[config.mk]
export PLATFORM = sky130hd
export DESIGN_NAME = uart_txrx
export DESIGN_NICKNAME = d
export VERILOG_FILES = /design/src/rtl/uart_pkg.sv /design/src/rtl/uart_bit_timer.sv /design/src/rtl/uart_txrx.sv
export SDC_FILE = /design/constraint.sdc
export NUM_CORES = 1
export LEC_CHECK = 0
export ABC_AREA = 1
export ABC_CLOCK_PERIOD_IN_PS = 2320
export CAP_MARGIN = 20
export CORE_AREA = 2 2 77 79
export DETAILED_ROUTE_END_ITERATION = 10
export DIE_AREA = 0 0 79 81
export MAX_ROUTING_LAYER = met4
export PLACE_DENSITY = 0.84
export SKIP_CTS_REPAIR_TIMING = 1
export SLEW_MARGIN = 15
export SYNTH_ARGS = -nofsm -noshare
export SYNTH_HDL_FRONTEND = slang
export SYNTH_SLANG_ARGS = --single-unit
[constraint.sdc]
create_clock -name clk -period 2.32 [get_ports clk]
set_input_delay 0.464 -clock clk [delete_from_list [all_inputs] [get_ports clk]]
set_output_delay 0.464 -clock clk [all_outputs]
set_load 0.01 [all_outputs]
[src/rtl/uart_pkg.sv]
// Shared constants, FSM state encodings and the parity helper for the UART.
package uart_pkg;

  localparam int PARITY_NONE   = 0;
  localparam int PARITY_ODD    = 1;
  localparam int PARITY_EVEN   = 2;
  localparam int DATA_BITS_MAX = 9;

  typedef enum logic [2:0] {
    TX_IDLE, TX_START, TX_DATA, TX_PARITY, TX_STOP
  } tx_state_e;

  typedef enum logic [2:0] {
    RX_IDLE, RX_START, RX_DATA, RX_PARITY, RX_STOP
  } rx_state_e;

  // Parity bit that makes data plus parity odd (mode ODD) or even (mode EVEN).
  function automatic logic parity_bit(input logic [DATA_BITS_MAX-1:0] data, input int mode);
    return (^data) ^ (mode == PARITY_ODD);
  endfunction

endpackage

[src/rtl/uart_bit_timer.sv]
// Loadable bit-time down-counter; expire pulses for one cycle, load_val cycles after a load.
module uart_bit_timer #(
  parameter  int BAUD_DIVIDER = 104,
  localparam int TMR_W        = $clog2(BAUD_DIVIDER) + 1
) (
  input  logic             clk,
  input  logic             rstn,
  input  logic             load,
  input  logic [TMR_W-1:0] load_val,
  output logic             expire
);

  logic [TMR_W-1:0] count_q, count_d;

  always_comb begin
    count_d = count_q;
    if (load) begin
      count_d = load_val;
    end else if (count_q != '0) begin
      count_d = count_q - 1'b1;
    end
  end

  always_ff @(posedge clk or negedge rstn) begin
    if (!rstn) begin
      count_q <= '0;
    end else begin
      count_q <= count_d;
    end
  end

  // Counter parks at zero, so the final count of one is seen for exactly one cycle.
  assign expire = (count_q == TMR_W'(1));

endmodule

[src/rtl/uart_txrx.sv]
// Full-duplex UART with independent TX and RX bit timing.
// Optional rx_break output when UART_BREAK_DETECT_EN is defined.
//
// state  | meaning (TX and RX FSMs share the encoding)
// IDLE   | line idle; TX waits for tx_send, RX waits for rxs low
// START  | start bit; RX checks it again at its centre
// DATA   | data bits, LSB first, tx_idx/rx_idx counting up
// PARITY | parity bit (never entered when PARITY is none)
// STOP   | stop bit(s); RX reports the frame after the last one
module uart_txrx
  import uart_pkg::*;
#(
  parameter int BAUD_DIVIDER = 104,
  parameter int DATA_BITS    = 8,
  parameter int PARITY       = 0,
  parameter int STOP_BITS    = 1
) (
  input  logic                 clk,
  input  logic                 rstn,
  input  logic [DATA_BITS-1:0] tx_data,
  input  logic                 tx_send,
  output logic                 tx,
  output logic                 tx_busy,
  input  logic                 rx,
  output logic [DATA_BITS-1:0] rx_data,
  output logic                 rx_valid,
  output logic                 rx_parity_err,
  output logic                 rx_frame_err
`ifdef UART_BREAK_DETECT_EN
  ,
  output logic                 rx_break
`endif
);

  localparam int               TMR_W      = $clog2(BAUD_DIVIDER) + 1;
  localparam int               IDX_W      = $clog2(DATA_BITS + 1);
  localparam logic [TMR_W-1:0] BIT_TICKS  = TMR_W'(BAUD_DIVIDER);
  localparam logic [TMR_W-1:0] HALF_TICKS = TMR_W'(BAUD_DIVIDER / 2);
  localparam logic [IDX_W-1:0] LAST_DATA  = IDX_W'(DATA_BITS - 1);
  localparam logic [IDX_W-1:0] LAST_STOP  = IDX_W'(STOP_BITS - 1);
  localparam bit               HAS_PARITY = (PARITY != PARITY_NONE);

  tx_state_e            tx_state_q, tx_state_d;
  logic                 tx_q, tx_d;
  logic                 tx_busy_q, tx_busy_d;
  logic [DATA_BITS-1:0] tx_shift_q, tx_shift_d;
  logic                 tx_par_q, tx_par_d;
  logic [IDX_W-1:0]     tx_idx_q, tx_idx_d;
  logic                 tx_tmr_load, tx_tmr_exp;

  uart_bit_timer #(.BAUD_DIVIDER(BAUD_DIVIDER)) u_tx_timer (
    .clk      (clk),
    .rstn     (rstn),
    .load     (tx_tmr_load),
    .load_val (BIT_TICKS),
    .expire   (tx_tmr_exp)
  );

  always_comb begin
    tx_state_d  = tx_state_q;
    tx_d        = tx_q;
    tx_busy_d   = tx_busy_q;
    tx_shift_d  = tx_shift_q;
    tx_par_d    = tx_par_q;
    tx_idx_d    = tx_idx_q;
    tx_tmr_load = 1'b0;
    case (tx_state_q)
      TX_IDLE: begin
        if (tx_send) begin
          tx_shift_d  = tx_data;
          tx_par_d    = parity_bit(DATA_BITS_MAX'(tx_data), PARITY);
          tx_d        = 1'b0;
          tx_busy_d   = 1'b1;
          tx_tmr_load = 1'b1;
          tx_state_d  = TX_START;
        end
      end
      TX_START: begin
        if (tx_tmr_exp) begin
          tx_d        = tx_shift_q[0];
          tx_shift_d  = tx_shift_q >> 1;
          tx_idx_d    = '0;
          tx_tmr_load = 1'b1;
          tx_state_d  = TX_DATA;
        end
      end
      TX_DATA: begin
        if (tx_tmr_exp) begin
          tx_tmr_load = 1'b1;
          if (tx_idx_q == LAST_DATA) begin
            tx_idx_d = '0;
            if (HAS_PARITY) begin
              tx_d       = tx_par_q;
              tx_state_d = TX_PARITY;
            end else begin
              tx_d       = 1'b1;
              tx_state_d = TX_STOP;
            end
          end else begin
            tx_idx_d   = tx_idx_q + 1'b1;
            tx_d       = tx_shift_q[0];
            tx_shift_d = tx_shift_q >> 1;
          end
        end
      end
      TX_PARITY: begin
        if (tx_tmr_exp) begin
          tx_d        = 1'b1;
          tx_idx_d    = '0;
          tx_tmr_load = 1'b1;
          tx_state_d  = TX_STOP;
        end
      end
      TX_STOP: begin
        if (tx_tmr_exp) begin
          if (tx_idx_q == LAST_STOP) begin
            tx_busy_d  = 1'b0;
            tx_state_d = TX_IDLE;
          end else begin
            tx_idx_d    = tx_idx_q + 1'b1;
            tx_tmr_load = 1'b1;
          end
        end
      end
      default: begin
        tx_d       = 1'b1;
        tx_busy_d  = 1'b0;
        tx_state_d = TX_IDLE;
      end
    endcase
  end

  always_ff @(posedge clk or negedge rstn) begin
    if (!rstn) begin
      tx_state_q <= TX_IDLE;
      tx_q       <= 1'b1;
      tx_busy_q  <= 1'b0;
      tx_shift_q <= '0;
      tx_par_q   <= 1'b0;
      tx_idx_q   <= '0;
    end else begin
      tx_state_q <= tx_state_d;
      tx_q       <= tx_d;
      tx_busy_q  <= tx_busy_d;
      tx_shift_q <= tx_shift_d;
      tx_par_q   <= tx_par_d;
      tx_idx_q   <= tx_idx_d;
    end
  end

  assign tx      = tx_q;
  assign tx_busy = tx_busy_q;

  // Receiver: rx is asynchronous, so only the twice-registered rxs_q is used.
  logic                 rx_meta_q, rxs_q;
  rx_state_e            rx_state_q, rx_state_d;
  logic [DATA_BITS-1:0] rx_shift_q, rx_shift_d;
  logic [IDX_W-1:0]     rx_idx_q, rx_idx_d;
  logic                 rx_par_q, rx_par_d;
  logic                 ferr_acc_q, ferr_acc_d;
  logic [DATA_BITS-1:0] rx_data_q, rx_data_d;
  logic                 rx_valid_q, rx_valid_d;
  logic                 perr_q, perr_d;
  logic                 ferr_q, ferr_d;
  logic                 rx_break_q, rx_break_d;
  logic                 ferr_now;
  logic                 rx_tmr_load, rx_tmr_exp;
  logic [TMR_W-1:0]     rx_tmr_val;

  uart_bit_timer #(.BAUD_DIVIDER(BAUD_DIVIDER)) u_rx_timer (
    .clk      (clk),
    .rstn     (rstn),
    .load     (rx_tmr_load),
    .load_val (rx_tmr_val),
    .expire   (rx_tmr_exp)
  );

  always_comb begin
    rx_state_d  = rx_state_q;
    rx_shift_d  = rx_shift_q;
    rx_idx_d    = rx_idx_q;
    rx_par_d    = rx_par_q;
    ferr_acc_d  = ferr_acc_q;
    rx_data_d   = rx_data_q;
    rx_valid_d  = 1'b0;
    perr_d      = perr_q;
    ferr_d      = ferr_q;
    rx_break_d  = rx_break_q;
    rx_tmr_load = 1'b0;
    rx_tmr_val  = BIT_TICKS;
    ferr_now    = ferr_acc_q | ~rxs_q;
    case (rx_state_q)
      RX_IDLE: begin
`ifdef UART_BREAK_DETECT_EN
        // Hold off while in break; any low sample restarts the high-time bit window.
        if (rx_break_q) begin
          if (!rxs_q) begin
            rx_tmr_load = 1'b1;
          end else if (rx_tmr_exp) begin
            rx_break_d = 1'b0;
          end
        end else
`endif
        if (!rxs_q) begin
          rx_tmr_load = 1'b1;
          rx_tmr_val  = HALF_TICKS;
          rx_state_d  = RX_START;
        end
      end
      RX_START: begin
        if (rx_tmr_exp) begin
          if (!rxs_q) begin
            rx_idx_d    = '0;
            rx_tmr_load = 1'b1;
            rx_state_d  = RX_DATA;
          end else begin
            rx_state_d = RX_IDLE;
          end
        end
      end
      RX_DATA: begin
        if (rx_tmr_exp) begin
          rx_shift_d  = {rxs_q, rx_shift_q[DATA_BITS-1:1]};
          rx_tmr_load = 1'b1;
          if (rx_idx_q == LAST_DATA) begin
            rx_idx_d   = '0;
            ferr_acc_d = 1'b0;
            rx_state_d = HAS_PARITY ? RX_PARITY : RX_STOP;
          end else begin
            rx_idx_d = rx_idx_q + 1'b1;
          end
        end
      end
      RX_PARITY: begin
        if (rx_tmr_exp) begin
          rx_par_d    = rxs_q;
          rx_idx_d    = '0;
          ferr_acc_d  = 1'b0;
          rx_tmr_load = 1'b1;
          rx_state_d  = RX_STOP;
        end
      end
      RX_STOP: begin
        if (rx_tmr_exp) begin
          if (rx_idx_q == LAST_STOP) begin
            rx_state_d = RX_IDLE;
`ifdef UART_BREAK_DETECT_EN
            if (ferr_now && (rx_shift_q == '0)) begin
              rx_break_d  = 1'b1;
              rx_tmr_load = 1'b1;
            end else
`endif
            begin
              rx_data_d  = rx_shift_q;
              perr_d     = HAS_PARITY &&
                           (parity_bit(DATA_BITS_MAX'(rx_shift_q), PARITY) != rx_par_q);
              ferr_d     = ferr_now;
              rx_valid_d = 1'b1;
            end
          end else begin
            ferr_acc_d  = ferr_now;
            rx_idx_d    = rx_idx_q + 1'b1;
            rx_tmr_load = 1'b1;
          end
        end
      end
      default: rx_state_d = RX_IDLE;
    endcase
  end

  always_ff @(posedge clk or negedge rstn) begin
    if (!rstn) begin
      rx_meta_q  <= 1'b1;
      rxs_q      <= 1'b1;
      rx_state_q <= RX_IDLE;
      rx_shift_q <= '0;
      rx_idx_q   <= '0;
      rx_par_q   <= 1'b0;
      ferr_acc_q <= 1'b0;
      rx_data_q  <= '0;
      rx_valid_q <= 1'b0;
      perr_q     <= 1'b0;
      ferr_q     <= 1'b0;
      rx_break_q <= 1'b0;
    end else begin
      rx_meta_q  <= rx;
      rxs_q      <= rx_meta_q;
      rx_state_q <= rx_state_d;
      rx_shift_q <= rx_shift_d;
      rx_idx_q   <= rx_idx_d;
      rx_par_q   <= rx_par_d;
      ferr_acc_q <= ferr_acc_d;
      rx_data_q  <= rx_data_d;
      rx_valid_q <= rx_valid_d;
      perr_q     <= perr_d;
      ferr_q     <= ferr_d;
      rx_break_q <= rx_break_d;
    end
  end

  assign rx_data       = rx_data_q;
  assign rx_valid      = rx_valid_q;
  assign rx_parity_err = perr_q;
  assign rx_frame_err  = ferr_q;
`ifdef UART_BREAK_DETECT_EN
  assign rx_break      = rx_break_q;
`else
  logic unused_break;
  assign unused_break = rx_break_q;
`endif

endmodule

==> results.md, run 1 <==
* Clk_skew at ~0.0075 ns
* Met3 usage at 0.04444
* Post-place setup slack at roughly 0.55 ns
* Gr usage total at 0.2070
* Critical path launch point type: flip-flop
* Maxcap violations at 0
* Max Slew Vio Count at 0
* Initial DRC Count at 187
* Synthesized netlist cell count at about 420
* # rows at 28
* Gr busiest metal: met2
* Data arrival, critical path at approximately 1.4 ns
* Hold Path Class: in2async
* Switch Pwr at slightly above 0.4 mW
* Sequential fraction of the synthesis area at 0.4768
* Power Internal at approximately 1.5 mW
* Die width at 79 microns
* P per Cell Area at approximately 530 nW/um^2
* Ys Warns at 0
* Synth Area per Inst at 7.587 sq um
* Initial antenna violation count at 0
* Detailed Routing Iterations Pass 1 at 4
* DR vias/cell at 4.906
* Crit-path cells: clkdlybuf4s50_1
* CP top delay family: flip-flops
* Clock share of power at 0.425
* Part of the power in combinational logic at 0.025
* Drc violations at 0
* TritonCTS Sinks at between 60 and 70
* DRT antenna net count at 0
* Largest stage delay on the critical path at between 0.5 and 0.6 ns
* CTS buffer count at 9
* Met2 usage at 0.3246
* Port Buffer Count at 23
* Synth cell types at 29
* Die H at 81 microns
* Layout area overhead at 14.78%
* Crit path buffers/inverters at 1
* Ant diodes at 0
* Maximum VDD drop at 0.3458 mV
* Clk_lat worst skew at approximately 0.34 ns
* Synthesized Nets at 443
* Critical-path top delay cell: dfstp_2
* Ratio of final minimum period to clock period at 0.7933
* Pin count of the biggest net entering global routing at 62
* Crit path time final at approximately 1.8 ns
* Critical path class: reg2out
* Yosys reg bits at 61
* Avg WL per Cell at around 11 microns
* Fraction of layout cells with a size suffix above 1 at 0.08952
* Vias in the first global route at roughly 2,400
* Routability congestion estimate at 0.8656
* Outcome: completed
* Endpoints failing setup at 0
* Met1 Track Usage GR at 0.2547
* Seq. cell area at between 1500 and 2000 sq um
* Critical Path End Type: output pin
* Starting density of the core at 0.5655
* Area of the die at 6399 sq um
* Post-Syn Area at 3209 sq um
* Ports at 25
* Clock transition at the registers of the reported paths at approximately 0.07 ns
* Sw frac at 0.2102
* Setup tns final at 0 ns
* Critical Path RT at 1.86 ns
* CTS Root Cell: clkbuf_8
* Lkg Pwr at between 1.5 and 2 nW
* Clock buffer depth at 2
* DR vias at between 2,000 and 3,000
* Number of H-tree levels at 3
* CP Max Fanout at 2
* Fillers at 472
* Sequential group share of total power at 0.550
* GRT overflow at 0
* Max Clk Rate at around 0.54 GHz
* Core Region at between 5000 and 6000 sq um
* First-pass GRT wire length at 10,110 microns
* RSZ-0062 raised after global routing: false
* Post-DP HPWL at around 4000 microns
* Hold Vio Cnt, Final at 0
* WL final at approximately 5700 microns
* Setup ws final at 0.4794 ns
* Nets at 473
* CTS tree: built
* Area occupied by multi-input gates at 1425 sq um
[path summary, 6_finish.rpt]
path	start	endpoint	slack, ns	depth (start not counted)
setup / recovery	tx	tx	0.48	1
hold / removal	rstn	u_tx_timer.count_q[1]	0.12	2
setup reg to reg	tx_state_q[1]	tx_shift_q[1]	0.54	10
hold reg to reg	rx_meta_q	rxs_q	0.36	0
max in group asynchronous	rstn	rxs_q	1.87	2
min in group clk	rx_meta_q	rxs_q	0.36	0
[routing by layer]
layer	share of wire	routed length, microns
met2	0.48	2717
met4	0.020	114
met3	0.037	211
met1	0.46	2634
met5	0	0
[registers in the layout, indices dropped and copies added, names as in the netlist, 3 cells and up]
signal	flops
rx_shift_q	8
rx_state_q	3
u_tx_timer.count_q	8
u_rx_timer.count_q	8
tx_shift_q	8
tx_idx_q	4
rx_data	8
tx_state_q	3
rx_idx_q	4
[synth_stat cells, drive strengths merged]
library cell	instances	area, sq um
a21oi	11	58.81
a22oi	1	7.510
buf	5	36.28
conb	1	3.750
dfrtp	58	1451
dfstp	3	78.83
ha	8	100.1
inv	58	217.7
nand2	144	550.5
nand2b	1	6.260
nand3	20	100.1
nand3b	2	15.01
nand4	4	25.02
nor2	56	230.2
nor3	3	26.28
o21ai	38	216.5
or2	1	6.260
xnor2	3	26.28
xor2	6	52.55
[cells by family (layout without fill, tap and decap cells)]
group           after synthesis  in the layout  share of synthesized area
simple gates                231            231                     0.2990
buf+inv                      63             98                    0.07914
flops                        61             61                     0.4768
compound gates               50             50                    0.08811
xor+xnor                      9              9                    0.02456
fa+ha+maj                     8              8                    0.03119
other cells                   1              1                   0.001168
[power by group through the flow]
| stage | logic [mW] | registers [mW] | clock network, mW |
|---|---|---|---|
| final | 0.0483 | 1.07 | 0.827 |
| after global routing | 0.0562 | 1.07 | 0.888 |
| after CTS | 0.0504 | 1.07 | 0.844 |
| after detailed placement | 0.0503 | 1.09 | 0 |
| after floorplan | 0.00518 | 1.09 | 0 |
| after global placement | 0.0496 | 1.09 | 0 |
[metrics by stage]
stage | total power [mW] | instance area, sq um | util | hold slack [ns] | instances
2_1_floorplan | 1.094 | 3209 | - | 0.1684 | 423
4_1_cts | 1.964 | 3684 | 0.6490 | 0.1336 | 533
3_5_place_dp | 1.139 | 3512 | 0.6188 | 0.3472 | 517
5_1_grt | 2.013 | 3684 | 0.6490 | 0.1513 | 533
6_report | 1.944 | 3684 | 0.6490 | 0.1197 | 533
3_3_place_gp | 1.138 | 3512 | 0.6188 | 0.3473 | 517
[cells in the final DEF, fill, tap and decap left out, drive strengths merged]
cell type      netlist  routed
clkdlybuf4s50        0      22
buf                  5       2
nand3b               2       2
o21ai               38      38
inv                 58      58
clkinv               0       1
or2                  1       1
dfrtp               58      58
conb                 1       1
xor2                 6       6
a21oi               11      11
nand2b               1       1
nor3                 3       3
xnor2                3       3
nor2                56      56
a22oi                1       1
nand3               20      20
nand4                4       4
dfstp                3       3
nand2              144     144
ha                   8       8
clkbuf               0      15
[area by class of cell]
cell class | count | area share
Tap cell | 75 | 0.02548
Multi-Input combinational cell | 299 | 0.3869
Timing Repair Buffer | 24 | 0.06658
Sequential cell | 61 | 0.4154
Inverter | 58 | 0.05910
Clock buffer | 15 | 0.04518
Clock inverter | 1 | 0.001359
(Power assumes the default switching activity.)
==> run 2: changes to the inputs <==
--- a/config.mk
+++ b/config.mk
@@ -6,13 +6,13 @@
 export NUM_CORES = 1
 export LEC_CHECK = 0
 export ABC_AREA = 1
-export ABC_CLOCK_PERIOD_IN_PS = 2320
+export ABC_CLOCK_PERIOD_IN_PS = 1700
 export CAP_MARGIN = 20
-export CORE_AREA = 2 2 77 79
+export CORE_AREA = 2 2 78 80
 export DETAILED_ROUTE_END_ITERATION = 10
-export DIE_AREA = 0 0 79 81
+export DIE_AREA = 0 0 80 82
 export MAX_ROUTING_LAYER = met4
-export PLACE_DENSITY = 0.84
+export PLACE_DENSITY = 0.82
 export SKIP_CTS_REPAIR_TIMING = 1
 export SLEW_MARGIN = 15
 export SYNTH_ARGS = -nofsm -noshare
==> constraint.sdc (replaced) <==
create_clock -name clk -period 1.7 [get_ports clk]
set_input_delay 0.34 -clock clk [delete_from_list [all_inputs] [get_ports clk]]
set_output_delay 0.34 -clock clk [all_outputs]
set_load 0.01 [all_outputs]
==> run 2 against run 1 <==
The flow now finishes with violations (negative hold slack). Power rose by 52%. Utilization grew 1.3 points. Sequential share of layout area down 1.3 points. Largest cell class unchanged. Final area rose by 3.2%. Global-route usage grew 0.61 points. Via count increased by 3.3%. Clock skew grew 0.0029 ns. Critical path type is now reg2reg. Worst setup slack worse by 0.37 ns. First-iteration DRC count is 20% higher. Routed wire length up 4.4%. Final cell count rose by 1.1%. Largest power group unchanged.
==> results.md, run 2 (synthesized netlist as in run 1, its figures left out) <==
* Number of H-tree levels at 3 (unchanged)
* CTS buffer count at 9 (unchanged)
* Max Slew Vio Count at 0 (unchanged)
* Sw frac at 0.2081 (was 0.2102)
* DR vias/cell at 5.013 (was 4.906)
* WL final at 5930 microns (was 5678 microns)
* Data arrival, critical path at 1.85 ns (was 1.38 ns)
* Ratio of final minimum period to clock period at 0.9338
* Ant diodes at 0 (unchanged)
* Failing checks: negative hold slack
* Critical path launch point type: flip-flop (unchanged)
* Clock share of power at 0.486 (was 0.425)
* Area of the die at 6560 sq um (was 6399 sq um)
* P per Cell Area at 780.0 nW/um^2 (was 527.9 nW/um^2)
* Setup ws final at 0.1126 ns (was 0.4794 ns)
* Critical Path RT at 1.96 ns (was 1.86 ns)
* Post-place setup slack at 0.1239 ns (was 0.5468 ns)
* Maximum VDD drop at 0.4760 mV (was 0.3458 mV)
* Drc violations at 0 (unchanged)
* Die H at 82 microns (was 81 microns)
* Worst r2r src: u_tx_timer.count_q[1] (was tx_state_q[1])
* DR vias at 2,702 (was 2,615)
* Setup tns final at 0 ns (unchanged)
* Sequential group share of total power at 0.492 (was 0.550)
* Start point of the critical path: u_tx_timer.count_q[1] (was tx)
* Post-DP HPWL at 4204 microns (was 4089 microns)
* Critical path class: reg2reg (was reg2out)
* Commonest non-fill, non-tap cells in the layout: nand2_1, dfrtp_1, inv_1 (was nand2_1, dfrtp_1, inv_1, nor2_1, o21ai_0)
* DRT antenna net count at 0 (unchanged)
* Clk_lat worst skew at 0.34 ns (about the same)
* Hold Vio Cnt, Final at 6 (was 0)
* Vias in the first global route at 2,542 (was 2,433)
* TritonCTS Sinks at 61 (unchanged)
* Pin count of the biggest net entering global routing at 62 (unchanged)
* Crit path time final at between 1.5 and 2 ns
* Clock buffer depth at 2 (unchanged)
* CTS tree: built (unchanged)
* Maxcap violations at 0 (unchanged)
* Fillers at 478 (was 472)
* Clk_skew at 0.01037 ns (was 0.007503 ns)
* Starting density of the core at 0.5586 (was 0.5655)
* GRT overflow at 0 (unchanged)
* Power Internal at 2.348 mW (was 1.536 mW)
* Endpoints failing setup at 0 (unchanged)
* Routability congestion estimate at 0.9078 (was 0.8656)
* CTS Root Cell: clkbuf_8 (unchanged)
* Core Region at 5746 sq um (was 5675 sq um)
* # placed instances at 523 (was 517)
* Initial antenna violation count at 0 (unchanged)
* Die width at 80 microns (was 79 microns)
* Switch Pwr at 0.6171 mW (was 0.4087 mW)
* Port Buffer Count at 23 (unchanged)
* RSZ-0062 raised after global routing: true (was false)
* CP Max Fanout at 5 (was 2)
* Commonest non-fill, non-tap cell in the layout: nand2_1 (unchanged)
* Outcome: complete, but fails checks (was completed)
* Detailed Routing Iterations Pass 1 at 5 (was 4)
* Hold Path Class: in2async (unchanged)
* Part of the power in combinational logic at 0.022 (was 0.025)
* Max Clk Rate at 0.6300 GHz
* Critical Path End Type: flip-flop (was output pin)
* Clock transition at the registers of the reported paths at 0.07 ns (about the same)
* Ports at 25 (unchanged)
* First-pass GRT wire length at 10,580 microns (was 10,110 microns)
* Final hold slack at -0.001897 ns (was 0.1197 ns)
* Fraction of layout cells with a size suffix above 1 at 0.1250 (was 0.08952)
* Avg WL per Cell at 11.00 microns (was 10.65 microns)
* Gr usage total at 0.2131 (was 0.2070)
* Final non-filler cell total at 539 (was 533)
* Lkg Pwr at 1.951 nW (was 1.881 nW)
* Initial DRC Count at 224 (was 187)
* Layout area overhead at 18.44% (was 14.78%)
* Nets at 479 (was 473)
* # rows at 28 (unchanged)
[run 2: cell types whose count changed in the layout (fill, tap and decap cells not counted), moves of 2 or more]
cell and change:
nand2_1 -3, bufinv_16 +2, nor2_1 -3, nor2_2 +3, buf_4 +6, clkbuf_1 -4
nand2_2 +3
[run 2: per-stage QoR]
| step | util | instance area, sq um | power (mW) | hold slack [ns] |
|---|---|---|---|---|
| finish | 0.6616 | 3801 | 2.965 | -0.001897 |
| global route | 0.6616 | 3801 | 3.066 | 0.02679 |
| CTS | 0.6581 | 3781 | 2.999 | 0.003293 |
| detailed placement | 0.6191 | 3557 | 1.555 | 0.3572 |
| global placement | 0.6191 | 3557 | 1.553 | 0.3535 |
| floorplan | - | 3209 | 1.493 | 0.04441 |
[run 2: layer usage]
metal | track usage | up-vias | routed length, microns
li1 | - | 1381 | -
met1 | 0.2489 | 1254 | 2708
met2 | 0.3567 | 53 | 2912
met3 | 0.03626 | 14 | 177
met4 | 0.1085 | 0 | 132
met5 | - | - | 0
[run 2: worst paths after layout]
kind | endpoint | slack (ns) | depth (start not counted)
hold / removal | tx_shift_q[5] | -0.002 | 2
hold reg to reg | rxs_q | 0.36 | 0
max in group asynchronous | rxs_q | 1.39 | 2
min in group clk | rxs_q | 0.36 | 0
setup / recovery | tx_idx_q[2] | 0.11 | 10
setup reg to reg | tx_idx_q[2] | 0.11 | 10
[run 2: final cells by class]
type                            count  area (sq um)  area share
Inverter                           58         220.2     0.05793
Multi-Input combinational cell    299          1440      0.3789
Clock buffer                       10         137.6     0.03621
Clock inverter                      6         86.33     0.02271
Sequential cell                    61          1530      0.4026
Tap cell                           75         93.84     0.02469
Timing Repair Buffer               30         292.8     0.07702
[run 2: power by group through the flow]
| stage | Sequential, mW | Clock, mW | Combinational [mW] |
|---|---|---|---|
| floorplan | 1.49 | 0 | 0.00707 |
| global placement | 1.49 | 0 | 0.0676 |
| detailed placement | 1.49 | 0 | 0.0690 |
| CTS | 1.46 | 1.47 | 0.0690 |
| global route | 1.46 | 1.53 | 0.0759 |
| finish | 1.46 | 1.44 | 0.0656 |
[run 2: critical path: stages (launching register included)]
cell,delay [ns]
dfrtp_1,0.40
inv_1,0.08
ha_1,0.13
inv_1,0.05
nor2_1,0.15
nand2_2,0.11
inv_1,0.10
nand2_1,0.13
inv_1,0.13
nand2_1,0.07
a21oi_1,0.13
==> run 3: changes to the inputs <==
--- a/config.mk
+++ b/config.mk
@@ -13,6 +13,7 @@
 export DIE_AREA = 0 0 80 82
 export MAX_ROUTING_LAYER = met4
 export PLACE_DENSITY = 0.82
+export SETUP_SLACK_MARGIN = 0.4
 export SKIP_CTS_REPAIR_TIMING = 1
 export SLEW_MARGIN = 15
 export SYNTH_ARGS = -nofsm -noshare
==> run 3 against run 2 <==
The flow still finishes with violations (negative hold slack). Maximum frequency decreased by 4.5%. Clock-buffer cell count increased by 3. Combinational power increased by 6.4%. Via count increased by 20%. Sequential power about the same. Die area unchanged. Critical endpoint is now ferr_acc_q. Largest cell class is now multi-input combinational cells. Highest routed layer unchanged.
==> results.md, run 3 (synthesized netlist as in run 1, its figures left out) <==
* Outcome: complete, but fails checks (unchanged)
* Failing checks: negative hold slack (unchanged)
* Final Util at 0.7983 (was 0.6616)
* Clock transition at the registers of the reported paths at 0.07 ns (about the same)
* Core Region at 5746 sq um (unchanged)
* Crit path time final at 1.662 ns (was 1.587 ns)
* Drc violations at 0 (unchanged)
* Gr usage total at 0.2024 (was 0.2131)
* GRT overflow at 0 (unchanged)
* Crit-path most repeated cell: nand2_1 (was inv_1)
* Starting density of the core at 0.5586 (unchanged)
* # rows at 28 (unchanged)
* Maxcap violations at 0 (unchanged)
* Critical Path RT at 1.93 ns (was 1.96 ns)
* Ports at 25 (unchanged)
* Critical-path top delay cell: dfrtp_1 (unchanged)
* Vias in the first global route at 2,482 (was 2,542)
* Fraction of layout cells with a size suffix above 1 at 0.4044 (was 0.1250)
* Avg WL per Cell at 15.96 microns (was 11.00 microns)
* Detailed Routing Iterations Pass 1 at 5 (unchanged)
* CTS tree: built (unchanged)
* Commonest non-fill, non-tap cells in the layout: nand2_1, dfrtp_1, nor2_1 (was nand2_1, dfrtp_1, inv_1)
* Area of the die at 6560 sq um (unchanged)
* Routability congestion estimate at 0.8902 (was 0.9078)
* Data arrival, critical path at 1.89 ns (was 1.85 ns)
* Largest stage delay on the critical path at 0.47 ns (was 0.40 ns)
* Initial antenna violation count at 0 (unchanged)
* Maximum VDD drop at 0.4743 mV (was 0.4760 mV)
* RSZ-0062 raised after global routing: true (unchanged)
* Initial DRC Count at 229 (was 224)
* Ant diodes at 0 (unchanged)
* Critical path class: reg2reg (unchanged)
* Post-DP HPWL at 4235 microns (was 4204 microns)
* CTS Root Cell: clkbuf_8 (unchanged)
* First-pass GRT wire length at 10,150 microns (was 10,580 microns)
* Clock buffer depth at 2 (unchanged)
* Met3 wire length at 617 microns (was 177 microns)
* Crit-path cells: ha_1, nand2_1, nor2_1, nand2_1, nand2_2, nand3_2, nand2_1, o21ai_1 (was inv_1, ha_1, inv_1, nor2_1, nand2_2, inv_1, nand2_1, inv_1, nand2_1, a21oi_1)
* Setup tns final at 0 ns (unchanged)
* Die width at 80 microns (unchanged)
* Commonest non-fill, non-tap cell in the layout: nand2_1 (unchanged)
* Lkg Pwr at 2.403 nW (was 1.951 nW)
* DR WL met2 at 4513 microns (was 2912 microns)
* Endpoints failing setup at 0 (unchanged)
* CP Max Fanout at 4 (was 5)
* Metal-1 WL at 3580 microns (was 2708 microns)
* DR vias/cell at 5.654 (was 5.013)
* P per Cell Area at 575.6 nW/um^2 (was 780.0 nW/um^2)
* Clk_lat worst skew at 0.35 ns (was 0.34 ns)
* Critical path launch point type: flip-flop (unchanged)
* CTS buffer count at 9 (unchanged)
* Fillers at 334 (was 478)
* Final non-filler cell total at 572 (was 539)
* Port Buffer Count at 23 (unchanged)
* Ratio of final minimum period to clock period at 0.9779 (was 0.9338)
* Layout area overhead at 42.92% (was 18.44%)
* Hold Path Class: in2async (unchanged)
* Critical Path End Type: flip-flop (unchanged)
* DRT antenna net count at 0 (unchanged)
* Pin count of the biggest net entering global routing at 62 (unchanged)
* Die H at 82 microns (unchanged)
* Hold Vio Cnt, Final at 13 (was 6)
* Max Slew Vio Count at 0 (unchanged)
* DR top layer: met4 (unchanged)
* Number of H-tree levels at 3 (unchanged)
* # placed instances at 522 (was 523)
* Nets at 513 (was 479)
* Max Clk Rate at 0.6015 GHz (was 0.6300 GHz)
* Clk_skew at 0.01342 ns (was 0.01037 ns)
* DR vias at 3,234 (was 2,702)
* Reg2Reg Setup Slack at 0.04 ns (was 0.11 ns)
* WL final at 9130 microns (was 5930 microns)
* TritonCTS Sinks at 61 (unchanged)
* Final hold slack at -0.01568 ns (was -0.001897 ns)
[run 3: changes by cell type in the layout (fill, tap and decap cells not counted), moves of 18 or more]
cell | before | now
nand2_1 | 137 | 101
inv_1 | 51 | 25
buf_4 | 6 | 24
nand2_2 | 7 | 28
inv_2 | 6 | 25
o21ai_0 | 28 | 8
[run 3: per-stage QoR]
step | setup WS, ns | total power [mW] | cell area [sq um] | hold slack [ns]
2_1_floorplan | 0.2882 | 1.494 | 3251 | 0.04441
3_3_place_gp | 0.1383 | 1.554 | 3585 | 0.3477
3_5_place_dp | 0.1050 | 1.555 | 3585 | 0.3484
4_1_cts | -0.02977 | 2.614 | 3744 | 0.02336
5_1_grt | -0.04669 | 2.719 | 4587 | 0.02352
6_report | 0.03762 | 2.640 | 4587 | -0.01568
[run 3: final timing paths]
check | from | endpoint | cells after the start
setup / recovery | rx_idx_q[0] | ferr_acc_q | 8
hold / removal | rstn | rx_idx_q[0] | 2
setup reg to reg | rx_idx_q[0] | ferr_acc_q | 8
hold reg to reg | rx_meta_q | rxs_q | 0
max in group asynchronous | rstn | rxs_q | 2
min in group clk | rx_meta_q | rxs_q | 0
[run 3: cell type report]
cell class	count	area [sq um]	area share
clock buffer	13	148.9	0.03246
timing repair inverter	1	11.26	0.002455
inverter	58	247.7	0.05401
clock inverter	2	10.01	0.002182
timing repair buffer	62	616.8	0.1345
sequential	61	1533	0.3342
tap	75	93.84	0.02046
multi-input combinational	300	1926	0.4198
[run 3: report_power, final]
group / internal, mW / total [mW] / switching (mW)
registers: 1.46 / 1.46 / 0.00237
logic: 0.0298 / 0.0698 / 0.0399
clock network: 0.557 / 1.11 / 0.553
total: 2.04 / 2.64 / 0.596
[run 3: critical path, delay by kind of cell, from the launching register on]
kind | cells | cell delay, ns
flip-flops | 1 | 0.47
adder cells (fa/ha/maj) | 1 | 0.24
AO/OA/AOI/OAI | 1 | 0.08
AND/OR/NAND/NOR | 6 | 0.74
[run 3: routing by layer]
| layer | GRT usage | up-vias |
|---|---|---|
| li1 | - | 1459 |
| met1 | 0.2475 | 1547 |
| met2 | 0.3192 | 170 |
| met3 | 0.04835 | 58 |
| met4 | 0.09492 | 0 |
| met5 | - | - |
